**config.mk**
```make
export PLATFORM = sky130hd
export DESIGN_NAME = clk_div_prog_flat
export DESIGN_NICKNAME = d
export VERILOG_FILES = /design/src/rtl/clk_div_prog_if.sv /design/src/rtl/clk_div_prog.sv /design/src/flat_wrapper.sv
export SDC_FILE = /design/constraint.sdc
export NUM_CORES = 1
export LEC_CHECK = 0
export BUFFER_PORTS_ARGS = -buffer_cell sky130_fd_sc_hd__buf_2
export CAP_MARGIN = 20
export CORE_MARGIN = 4
export CORE_UTILIZATION = 49
export CTS_CLUSTER_SIZE = 28
export DETAILED_ROUTE_END_ITERATION = 8
export PLACE_DENSITY = 0.67
export SYNTH_ARGS = -nofsm -noshare
export SYNTH_HDL_FRONTEND = slang
export SYNTH_SLANG_ARGS = --single-unit
export TNS_END_PERCENT = 50
```
**constraint.sdc**
```tcl
create_clock -name clk -period 3.86 [get_ports clk]
set_input_delay 1.158 -clock clk [delete_from_list [all_inputs] [get_ports clk]]
set_output_delay 1.158 -clock clk [all_outputs]
set_load 0.02 [all_outputs]
```
**src/rtl/clk_div_prog_if.sv**
```systemverilog
// Control/status bundle for the programmable clock divider.
// The master drives the controls and the slave (the divider) returns the divided outputs.
interface clk_div_prog_if #(
  parameter int CNT_W = 32
);
  logic             en;
  logic             sync_clr;
  logic             pulse_mode;
  logic             load;
  logic [CNT_W-1:0] half_period_in;
  logic             sclk;
  logic             tick_rise;
  logic             tick_fall;
  logic             pending;

  modport master (
    output en, sync_clr, pulse_mode, load, half_period_in,
    input  sclk, tick_rise, tick_fall, pending
  );

  modport slave (
    input  en, sync_clr, pulse_mode, load, half_period_in,
    output sclk, tick_rise, tick_fall, pending
  );
endinterface

```
**src/rtl/clk_div_prog.sv**
```systemverilog
// Runtime-programmable divider: square wave or strobe on sclk, with rise/fall ticks.
// A new half-period is staged in a shadow register and takes effect only at a terminal count.
module clk_div_prog #(
  parameter int               CNT_W        = 32,
  parameter logic [CNT_W-1:0] DEFAULT_HALF = 25000000
) (
  input  logic           clk,
  input  logic           rst,
  clk_div_prog_if.slave  bus
);

  logic [CNT_W-1:0] cnt;
  logic [CNT_W-1:0] active_half;
  logic [CNT_W-1:0] shadow;
  logic             pending_q;
  logic             mode_q;
  logic             sclk_q;
  logic             tick_rise_q;
  logic             tick_fall_q;

  logic             mode_chg;
  logic             at_boundary;
  logic             staged_valid;
  logic [CNT_W-1:0] staged_half;

  assign mode_chg     = (bus.pulse_mode != mode_q);
  assign at_boundary  = (cnt == active_half);
  // A same-cycle load beats an older shadow value.
  assign staged_valid = bus.load | pending_q;
  assign staged_half  = bus.load ? bus.half_period_in : shadow;

  always_ff @(posedge clk) begin
    if (rst) begin
      cnt         <= '0;
      active_half <= DEFAULT_HALF;
      shadow      <= DEFAULT_HALF;
      pending_q   <= 1'b0;
      mode_q      <= 1'b0;
      sclk_q      <= 1'b0;
      tick_rise_q <= 1'b0;
      tick_fall_q <= 1'b0;
    end else begin
      mode_q      <= bus.pulse_mode;
      tick_rise_q <= 1'b0;
      tick_fall_q <= 1'b0;
      if (bus.load) shadow <= bus.half_period_in;

      if (bus.sync_clr) begin
        cnt       <= '0;
        sclk_q    <= 1'b0;
        pending_q <= 1'b0;
        if (staged_valid) active_half <= staged_half;
      end else if (mode_chg) begin
        cnt    <= '0;
        sclk_q <= 1'b0;
        if (bus.load) begin
          if (bus.en) begin
            pending_q <= 1'b1;
          end else begin
            active_half <= bus.half_period_in;
            pending_q   <= 1'b0;
          end
        end
      end else if (!bus.en) begin
        if (bus.pulse_mode) sclk_q <= 1'b0;
        // Frozen divider has no boundary to wait for, so apply at once.
        if (bus.load) begin
          active_half <= bus.half_period_in;
          cnt         <= '0;
          pending_q   <= 1'b0;
        end
      end else if (at_boundary) begin
        cnt       <= '0;
        pending_q <= 1'b0;
        if (staged_valid) active_half <= staged_half;
        if (bus.pulse_mode) begin
          sclk_q      <= 1'b1;
          tick_rise_q <= 1'b1;
        end else begin
          sclk_q      <= ~sclk_q;
          tick_rise_q <= ~sclk_q;
          tick_fall_q <= sclk_q;
        end
      end else begin
        cnt <= cnt + 1'b1;
        if (bus.pulse_mode) sclk_q <= 1'b0;
        if (bus.load) pending_q <= 1'b1;
      end
    end
  end

  assign bus.sclk      = sclk_q;
  assign bus.tick_rise = tick_rise_q;
  assign bus.tick_fall = tick_fall_q;
  assign bus.pending   = pending_q;

endmodule

```
**src/flat_wrapper.sv**
```systemverilog
// flat-port wrapper written by rule: the top's interface ports become plain ports
module clk_div_prog_flat 
#(
  parameter int               CNT_W        = 32,
  parameter logic [CNT_W-1:0] DEFAULT_HALF = 25000000
)
  (clk, rst, bus_en, bus_sync_clr, bus_pulse_mode, bus_load, bus_half_period_in, bus_sclk, bus_tick_rise, bus_tick_fall, bus_pending);
  clk_div_prog_if #(.CNT_W(CNT_W)) bus_i ();
  input  logic clk;
  input  logic rst;
  input wire logic [$bits(bus_i.en)-1:0] bus_en;
  input wire logic [$bits(bus_i.sync_clr)-1:0] bus_sync_clr;
  input wire logic [$bits(bus_i.pulse_mode)-1:0] bus_pulse_mode;
  input wire logic [$bits(bus_i.load)-1:0] bus_load;
  input wire logic [$bits(bus_i.half_period_in)-1:0] bus_half_period_in;
  output wire logic [$bits(bus_i.sclk)-1:0] bus_sclk;
  output wire logic [$bits(bus_i.tick_rise)-1:0] bus_tick_rise;
  output wire logic [$bits(bus_i.tick_fall)-1:0] bus_tick_fall;
  output wire logic [$bits(bus_i.pending)-1:0] bus_pending;
  assign bus_i.en = bus_en;
  assign bus_i.sync_clr = bus_sync_clr;
  assign bus_i.pulse_mode = bus_pulse_mode;
  assign bus_i.load = bus_load;
  assign bus_i.half_period_in = bus_half_period_in;
  assign bus_sclk = bus_i.sclk;
  assign bus_tick_rise = bus_i.tick_rise;
  assign bus_tick_fall = bus_i.tick_fall;
  assign bus_pending = bus_i.pending;
  clk_div_prog #(.CNT_W(CNT_W), .DEFAULT_HALF(DEFAULT_HALF)) u_core (.clk(clk), .rst(rst), .bus(bus_i));
endmodule
```
==> results.py <==
metrics = {
    "global_route": {
        "overflow": 0,
        "grt_pass1_vias": 4278,
        "antenna_found_initial": 0,
        "track_usage_pct": 20.8,
        "grt_pass1_wl_um": 21500,
        "grt_max_degree": 67,
    },
    "setup_path": {
        "worstSetupStartpoint": "bus_pulse_mode",
        "critical_path_arrival_ns": 3.01,
        "crit_path_start_kind": "input port",
        "crit_type": "input port to register",
        "endpoint": "u_core.active_half[31]$_SDFFE_PP0P_",
        "r2r_cells": 6,
        "reg2reg_slack_ns": 1.49,
        "reg2reg_to": "u_core.active_half[6]$_SDFFE_PP1P_",
        "end_kind": "register",
        "r2r_start": "u_core.cnt[26]$_SDFFE_PP0P_",
        "cp_max_fo": 28,
        "cp.required_ns": 4.10,
    },
    "timing": {
        "finClkSkew_ns": 0.0163,
        "setup_viol": 0,
        "worst_slack_ns": 1.09,
        "hold_viol": 0,
        "layout_worst_path_cycle_share_pct": 71.9,
        "fmax_ghz": 0.360,
        "rsz0062_at_grt": "no",
        "drv_slew": 0,
        "tns_ns": 0,
        "max_slew_margin_pct": 49.9,
        "tightest_slew_ns": 0.751,
        "min_period_ns": 2.77,
    },
    "layout": {
        "final_util_pct": 55.3,
        "syn_to_final_growth_pct": 9.13,
        "final_cells": 782,
        "n_fill_cell": 966,
        "fin_nets": 681,
        "antenna_cells": 0,
        "fin_area_mm2": 0.00576,
        "layout-drive-gt1-share_pct": 12.1,
    },
    "placement": {
        "place_area_mm2": 0.00554,
        "place_inst": 767,
        "hpwl_um": 8830,
        "io_buffers": 41,
        "dpl_worst_slack_ns": 0.720,
        "gp_congestion": 0.908,
    },
    "outcome": {
        "status": "completed",
    },
    "hold_path": {
        "hold_path_class": "register to register",
        "hold_start": "u_core.shadow[28]$_SDFF_PP0_",
    },
    "synth": {
        "synth_area_leaders": "dfxtp_1 (38%), mux2i_1 (9.9%), a21oi_1 (6.7%)",
        "ys_warn_count": 0,
        "synth-edff-count": 0,
        "postSynthAreaPerCell_um2": 8.38,
        "syn_nets": 669,
        "synth_area_leader_cell": "dfxtp_1",
        "synth_cell_types": 48,
        "syn_inst": 630,
        "synthTopCellsByCount": "dfxtp_1 (101), a21oi_1 (71), nor2_1 (70)",
        "synth_top_area_share_pct": 38.3,
        "ys_seq_area_share_pct": 38.3,
        "ys_seq_elements": 101,
        "synth-main-ff-cell": "dfxtp_1",
        "synth_most_common_cell": "dfxtp_1",
        "synthesis.area_mm2": 0.00528,
        "synth-async-reset-ratio_pct": 0,
    },
    "die": {
        "start_util_pct": 50.7,
        "rows": 37,
        "die-area_mm2": 0.0125,
        "core_mm2": 0.0104,
        "die_w_um": 112,
        "pin_count": 42,
        "die_y_um": 112,
    },
    "power_and_ir_drop": {
        "irDropWorstVdd_v": 0.000334,
        "power.leakage_nw": 2.09,
        "power_density_mw_per_mm2": 376,
    },
    "clocking": {
        "cts_buffer_depth": 2,
        "post-cts-setup-buffers": 0,
        "clk_latency_ns": 0.38,
        "cts_inserted_buffers": 9,
        "cts_sinks": 101,
        "cts_max_level": 3,
        "clk_pin_slew_ns": 0.10,
        "cts_tree": "done",
        "cts-hold-fix-buffers": 0,
        "cts-root-buf": "clkbuf_8",
        "cts_resized": 0,
    },
    "detailed_routing": {
        "wl_met3_um": 608,
        "highest_layer": "met4",
        "m1WireLength_um": 6070,
        "drtPass1Iterations": 5,
        "wl_per_cell_um": 16.4,
        "detail_route.vias_per_cell": 5.83,
        "wl_um": 12900,
        "ant_nets": 0,
        "drtIter0Drc": 349,
        "dr_wl_met2_um": 5890,
        "drc_errors": 0,
        "vias": 4558,
    },
    "job": {
        "drv_cap": 0,
    },
}
[worst max-delay path, cell delays in order]
cell     delay [ns]
buf_2          0.12
xnor2_1        0.20
a31oi_4        0.67
buf_4          0.43
nor2_1         0.09
a21oi_1        0.14
a21o_1         0.11
a21oi_1        0.07
[worst min-delay path by stage]
stage                                               end  slack, ns  depth (start not counted)
global placement            u_core.shadow[4]$_SDFF_PP0_       0.47                          2
global route        u_core.active_half[23]$_SDFFE_PP0P_       0.54                          2
floorplan                   u_core.shadow[0]$_SDFF_PP0_       0.46                          2
CTS                 u_core.active_half[27]$_SDFFE_PP0P_       0.51                          2
finish                     u_core.shadow[28]$_SDFF_PP0_       0.50                          2
detailed placement         u_core.shadow[17]$_SDFF_PP0_       0.49                          2
[metrics by stage]
stage,power (mW),hold slack [ns]
3_5_place_dp,1.44,0.487
2_1_floorplan,1.35,0.460
4_1_cts,2.19,0.508
6_report,2.17,0.504
3_3_place_gp,1.42,0.474
5_1_grt,2.26,0.537
[logic make-up after synthesis]
family                     Yosys count  synth area share, %
muxes                               52                 9.86
DFF                                101                 38.3
xor gates and xnor gates            40                 6.64
adders and majority gates            1                0.237
AOI/OAI and AO/OA                  153                 19.2
and+or+nand+nor                    222                 20.6
buffers and inverters               61                 5.12
[placed cells by master, fill, tap and decap left out, types with 13 or more instances in the layout]
cell type    n
nand2_1     37
nand3_1     48
nor2b_1     16
a21o_1      22
mux2i_1     52
a21oi_1     70
dfxtp_1    100
buf_4       13
nand4_1     19
buf_2       41
xnor2_1     37
nor2_1      70
[per-layer routing]
| metal | track usage [%] | up-vias |
|---|---|---|
| met4 | 7.14 | 0 |
| met5 | 0 | - |
| li1 | - | 2276 |
| met2 | 32.6 | 108 |
| met3 | 3.91 | 21 |
| met1 | 28.9 | 2153 |
[state kept, by name, indices dropped and copies added (netlist names)]
register              flops
u_core.shadow            32
u_core.cnt               32
u_core.active_half       32
u_core.bus.tick_rise      1
u_core.mode_q             1
u_core.bus.tick_fall      1
u_core.bus.sclk           1
u_core.bus.pending        1
[final cells by class]
cell class	count	area [um2]	area share (%)
inverter	8	30.0	0.522
tap	136	170	2.96
clock buffer	10	138	2.39
timing repair buffer	54	303	5.26
multi-input combinational	468	3010	52.3
clock inverter	5	85.1	1.48
sequential	101	2020	35.1
[power by group]
part | total (mW) | switching [mW] | internal (mW)
Clock | 0.754 | 0.372 | 0.382
Sequential | 1.13 | 0.0436 | 1.09
Combinational | 0.277 | 0.150 | 0.127
Total | 2.17 | 0.566 | 1.60
Note: power is estimated with default switching activity, not from simulation.
